[config.mk]
export PLATFORM = sky130hd
export DESIGN_NAME = mem_wb_stage_reg
export DESIGN_NICKNAME = d
export VERILOG_FILES = /design/src/rtl/mem_wb_stage_reg.sv
export SDC_FILE = /design/constraint.sdc
export NUM_CORES = 1
export LEC_CHECK = 0
export CORE_MARGIN = 2
export CORE_UTILIZATION = 42
export CTS_CLUSTER_DIAMETER = 50
export DETAILED_ROUTE_END_ITERATION = 6
export GPL_TIMING_DRIVEN = 0
export PLACE_DENSITY = 0.75
export SLEW_MARGIN = 30
export SYNTH_ARGS = -nofsm -noshare
export SYNTH_HDL_FRONTEND = slang
export SYNTH_SLANG_ARGS = --single-unit
[constraint.sdc]
create_clock -name clk -period 2.4 [get_ports clk]
set_clock_uncertainty 0.15 [all_clocks]
set_input_delay 0.48 -clock clk [delete_from_list [all_inputs] [get_ports clk]]
set_output_delay 0.48 -clock clk [all_outputs]
set_load 0.1 [all_outputs]
[src/rtl/mem_wb_stage_reg.sv]
//==============================================================================
// Module   : mem_wb_stage_reg
// Brief    : MEM/WB pipeline register with load formatting, stall-safe
//            capture of synchronous-memory read data and a retire counter.
// Revision : 1.0 - initial release
//==============================================================================
`default_nettype none

module mem_wb_stage_reg #(
    parameter int XLEN    = 32,   // 32 or 64 only
    parameter int RADDR_W = 5,
    parameter int CNT_W   = 32,
    localparam int OFS_W  = $clog2(XLEN / 8)
) (
    input  logic               clk,
    input  logic               rst,
    input  logic               mem_valid,
    input  logic               mem_load,
    input  logic               mem_reg_write,
    input  logic [2:0]         mem_funct3,
    input  logic [OFS_W-1:0]   mem_addr_lo,
    input  logic [XLEN-1:0]    mem_read_data,
    input  logic [XLEN-1:0]    mem_result,
    input  logic [RADDR_W-1:0] mem_rd,
    input  logic               stall,
    input  logic               flush,
    output logic               wb_valid,
    output logic               wb_reg_write,
    output logic [RADDR_W-1:0] wb_rd,
    output logic [XLEN-1:0]    wb_data,
    output logic [XLEN-1:0]    wb_result,
    output logic [CNT_W-1:0]   retire_count
);

    localparam logic [CNT_W-1:0] c_cnt_one = {{(CNT_W-1){1'b0}}, 1'b1};

    logic               r_valid;
    logic               r_load;
    logic               r_reg_write;
    logic [2:0]         r_funct3;
    logic [OFS_W-1:0]   r_addr_lo;
    logic [RADDR_W-1:0] r_rd;
    logic [XLEN-1:0]    r_result;
    logic               r_hold_vld;
    logic [XLEN-1:0]    r_hold_buf;
    logic [CNT_W-1:0]   r_retire;

    logic [XLEN-1:0]    w_raw;
    logic [7:0]         w_byte;
    logic [15:0]        w_half;
    logic [XLEN-1:0]    w_word_s;
    logic [XLEN-1:0]    w_word_z;
    logic [XLEN-1:0]    w_fmt;

    always_ff @(posedge clk) begin
        if (rst) begin
            r_valid     <= 1'b0;
            r_load      <= 1'b0;
            r_reg_write <= 1'b0;
            r_funct3    <= 3'b000;
            r_addr_lo   <= '0;
            r_rd        <= '0;
            r_result    <= '0;
            r_hold_vld  <= 1'b0;
            r_hold_buf  <= '0;
            r_retire    <= '0;
        end else begin
            // A flushed slot still counts: it is leaving WB either way.
            if (r_valid && (!stall || flush))
                r_retire <= r_retire + c_cnt_one;

            if (flush) begin
                r_valid     <= 1'b0;
                r_load      <= 1'b0;
                r_reg_write <= 1'b0;
            end else if (!stall) begin
                r_valid     <= mem_valid;
                r_load      <= mem_load;
                r_reg_write <= mem_reg_write;
                r_funct3    <= mem_funct3;
                r_addr_lo   <= mem_addr_lo;
                r_rd        <= mem_rd;
                r_result    <= mem_result;
            end

            // Memory output is only valid in the first WB cycle; latch it
            // on the first stalled edge so wb_data stays stable.
            if (flush || !stall) begin
                r_hold_vld <= 1'b0;
            end else if (!r_hold_vld && r_valid) begin
                r_hold_vld <= 1'b1;
                r_hold_buf <= mem_read_data;
            end
        end
    end

    assign w_raw  = r_hold_vld ? r_hold_buf : mem_read_data;
    assign w_byte = w_raw[{r_addr_lo, 3'b000} +: 8];
    assign w_half = w_raw[{r_addr_lo[OFS_W-1:1], 4'b0000} +: 16];

    generate
        if (XLEN == 64) begin : g_word64
            logic [31:0] w_word;
            assign w_word   = r_addr_lo[OFS_W-1] ? w_raw[63:32] : w_raw[31:0];
            assign w_word_s = {{(XLEN-32){w_word[31]}}, w_word};
            assign w_word_z = {{(XLEN-32){1'b0}}, w_word};
        end else begin : g_word32
            // On a 32-bit datapath both word codes return the raw word.
            assign w_word_s = w_raw;
            assign w_word_z = w_raw;
        end
    endgenerate

    always_comb begin
        w_fmt = w_raw;
        case (r_funct3)
            3'b000:  w_fmt = {{(XLEN-8){w_byte[7]}}, w_byte};
            3'b100:  w_fmt = {{(XLEN-8){1'b0}}, w_byte};
            3'b001:  w_fmt = {{(XLEN-16){w_half[15]}}, w_half};
            3'b101:  w_fmt = {{(XLEN-16){1'b0}}, w_half};
            3'b010:  w_fmt = w_word_s;
            3'b110:  w_fmt = w_word_z;
            default: w_fmt = w_raw;
        endcase
    end

    assign wb_valid     = r_valid;
    assign wb_reg_write = r_valid & r_reg_write & (r_rd != '0);
    assign wb_rd        = r_rd;
    assign wb_data      = r_load ? w_fmt : r_result;
    assign wb_result    = r_result;
    assign retire_count = r_retire;

endmodule

`default_nettype wire

==> impl_results.md, run 1 <==
- Status: finished with violations
- Failing checks: setup timing
- Finished Layout Cells: between 1,000 and 1,500
- First-pass DRT Iterations: 5
- Crit path max fanout: 9
- Avg WL per Cell: ~18 µm
- Share of the clock period used by the worst path: 127%
- I/O pin cnt: between 150 and 200
- First-pass GRT wire length: 31,600 µm
- RSZ-0062 raised after global routing: yes
- Bufs and invs on worst path: 2
- Leak pwr: 0.00344 µW
- Max Slew Vio Count: 0
- Crit Path Class: reg2out
- Overflow after GRT: 0
- Yosys cell types: 46
- CTS H-tree lvls: 3
- Yosys reg bits: 110
- Setup ws final: -0.648 ns
- Vias in the first global route: between 5,000 and 6,000
- Worst-path cell chain: nor3_1 > o21ai_0 > or4_4 > and3_4 > buf_6 > a21oi_4 > buf_12
- Syn_nets: 798
- Top_reg_cell synth: dfxtp_1
- Part of the power in combinational logic: 27.3%
- # DRC: 0
- Total number of vias: 6,054
- Ys async rst share: 0%
- Worst path top cell family by delay: simple AND/OR/NAND/NOR gates
- Number of synthesized flops with an enable pin: 0
- Clock insertion delay at the later pin of the skew report: around 0.36 ns
- Worst-margin pin slew: between 1 and 1.5 ns
- Clock-pin slew on the worst setup and hold paths: approximately 0.07 ns
- Mux contribution to synthesized area: roughly 14%
- Number of port buffers: around 180
- Post-synthesis simple-gate area fraction: 24.6%
- Crit path launch type: flip-flop
- Horiz. Die Dim: roughly 120 µm
- Sw Share: roughly a third
- Gpl congestion: roughly 0.92
- Routed Antenna Nets: 0
- Routed Wire Length: 20,300 µm
- Share of cells above drive strength 1: between 20 and 25%
- Syn Area/Cell: between 8 and 9 µm²
- Max Cap Viol: 0
- Compound-gate portion of the synthesized area: 13.7%
- CTS buffer count: 9
- Net Switching: about 1600 µW
- Clk pwr share: between 30% and 40%
- Nets@finish: between 1,000 and 1,500
- CP max stage delay: roughly 0.55 ns
- Fraction of synthesized cell area in xor and xnor cells: under 10%
- Initial antenna violation count: 1
- Num rows: 42
- Commonest non-fill, non-tap cell in the layout: nand2_1
- Post-synthesis adder-cell area fraction: less than 1%
- Reg2reg setup slack: roughly 0.17 ns
- VDD IR max: roughly 0.35 mV
- Share of power burned in registers: between 30% and 40%
- Sequential element share of the synthesized area: between 30% and 40%
- Synth-to-Final Area Change: 58.9%
- Hold/Removal Path Class: reg2reg
- Internal power: around 3300 µW
- Commonest cells after routing, fill and taps aside: nand2_1 (189), a21oi_1 (87), dfxtp_1 (83), clkdlybuf4s50_1 (74), dlygate4sd2_1 (73)
- Slowest stage cell on the critical path: or4_4
- Placed wire-length estimate: 14,500 µm
- Die ar.: approximately 15,000 µm²
- Final hold slack: around 0.32 ns
- Pre-CTS setup slack: -1.89 ns
- All-Layer GR Usage: approximately 28%
- Cells after Synth: just over 700
- Die height: roughly 120 µm
- Starting Density: 43.3%
- Max-slew headroom: about a third
- PwrDens: between 500 and 600 nW/µm²
- Yosys warns: 0
- Post-Syn Area: 5770 µm²
- Placed Cells: 1,074
- Via density: about 5.5
- Final setup violation count: 32
- DRT iter0 DRCs: 395
- Core area: approximately 13,000 µm²
- Critical Path RT: 1.77 ns
- Fin. Hold Viols: 0
- Largest family of logic cells by synthesized area: simple AND/OR/NAND/NOR gates
- Fill count: about 1,100
- CTS sink count: 110
- Largest net degree at the start of global routing: 18
- CTS tree: done
- F_max: 0.328 GHz
- Crit path time final: 3.05 ns
- Clk buf depth: 2
- Worst Setup End Kind: output port
- Root Buffer: clkbuf_16
- Worst EP arrival: 2.42 ns
area by class of cell:
class | instances | area (µm²) | area share [%]
antenna | 1 | 2.50 | 0.0273
buffer | 52 | 309 | 3.37
clock buffer | 11 | 243 | 2.65
clock inverter | 5 | 82.6 | 0.900
inverter | 11 | 41.3 | 0.450
multi-input combinational | 539 | 3760 | 41.0
sequential | 110 | 2240 | 24.4
tap | 176 | 220 | 2.40
timing repair buffer | 202 | 2280 | 24.8
worst reg2reg max path: stages, from the launching register on:
cell      delay (ns)
dfxtp_4         0.34
buf_4           0.15
nand2_1         0.09
or4b_1          0.49
clkbuf_1        0.18
nor2_2          0.14
nor4b_2         0.22
mux2_2          0.36
worst paths after layout:
kind | end | from | cells past startpoint
hold reg to reg | wb_rd[1]$_SDFFE_PP0P_ | wb_rd[1]$_SDFFE_PP0P_ | 2
hold / removal | wb_rd[1]$_SDFFE_PP0P_ | wb_rd[1]$_SDFFE_PP0P_ | 2
setup / recovery | wb_data[16] | r_funct3[0]$_SDFFE_PP0P_ | 7
setup reg to reg | retire_count[31]$_SDFFE_PP0P_ | wb_valid$_SDFFE_PP0N_ | 7
stage by stage:
| stage | area [µm²] | utilization (%) | setup TNS [ns] | power (µW) |
|---|---|---|---|---|
| floorplan | 6200 | - | -8.50 | 2750 |
| global placement | 8240 | 61.7 | -73.17 | 3110 |
| detailed placement | 8240 | 61.7 | -72.36 | 3120 |
| CTS | 9130 | 68.4 | -17.27 | 4890 |
| global route | 9170 | 68.7 | -19.57 | 5050 |
| finish | 9180 | 68.7 | -18.06 | 4900 |
state kept, by name, summed over array words and instances, names as in the netlist:
name and flops:
wb_rd 5, r_addr_lo 2, r_funct3 3, retire_count 32, r_hold_vld 1, r_hold_buf 32
wb_result 32, wb_valid 1, r_reg_write 1, r_load 1
logic make-up after synthesis:
family	count (synthesis)
compound gates	135
simple gates	317
fa+ha+maj	1
buf+inv	67
flops	110
mux	59
xor+xnor	27
power groups by stage:
stage / Sequential [µW] / Clock, µW / Combinational, µW
after global routing: 1900 / 1760 / 1390
after CTS: 1900 / 1680 / 1320
after detailed placement: 1940 / 0 / 1180
after global placement: 1940 / 0 / 1170
after floorplan: 2140 / 0 / 606
final: 1900 / 1670 / 1340
synthesized netlist by cell type, types with 5 or more instances:
cell	count	area [µm²]
nand2_1	190	713
mux4_2	10	225
nor3_1	14	70.1
inv_1	11	41.3
nor2_1	54	203
nand3_1	14	70.1
or3_1	5	31.3
xnor2_1	25	219
nor4_2	5	62.6
mux2i_1	19	190
clkbuf_1	41	154
a21oi_1	98	490
and4_1	5	43.8
a21oi_2	6	52.6
dfxtp_1	110	2200
mux2_2	25	282
buf_2	7	35.0
nor3b_1	5	37.5
o21ai_0	11	55.1
nor4_1	6	37.5
layer usage:
| metal | up-vias | global-route usage [%] | share of wire [%] |
|---|---|---|---|
| met1 | 2826 | 36.8 | 42 |
| li1 | 2864 | - | - |
| met4 | 0 | 11.9 | 3.0 |
| met3 | 50 | 5.73 | 8.5 |
| met5 | - | 0 | 0 |
| met2 | 314 | 44.1 | 46 |
timing repair:
item                       in CTS  in global routing
gates cloned                    1                  0
gates resized for setup       436                 16
hold endpoints to repair        0                  0
hold buffers                    0                  0
setup endpoints to repair     132                 41
pin swaps                      16                 14
buffers inserted               18                  1
Power figures use the tool's default switching activity.
==> inputs of run 2 (changes only) <==
--- a/config.mk
+++ b/config.mk
@@ -9,6 +9,7 @@
 export CORE_UTILIZATION = 42
 export CTS_CLUSTER_DIAMETER = 50
 export DETAILED_ROUTE_END_ITERATION = 6
+export GPL_ROUTABILITY_DRIVEN = 0
 export GPL_TIMING_DRIVEN = 0
 export PLACE_DENSITY = 0.75
 export SLEW_MARGIN = 30
==> results of run 2 <==
The final DEF is identical to that of run 1; final timing and power are the same.
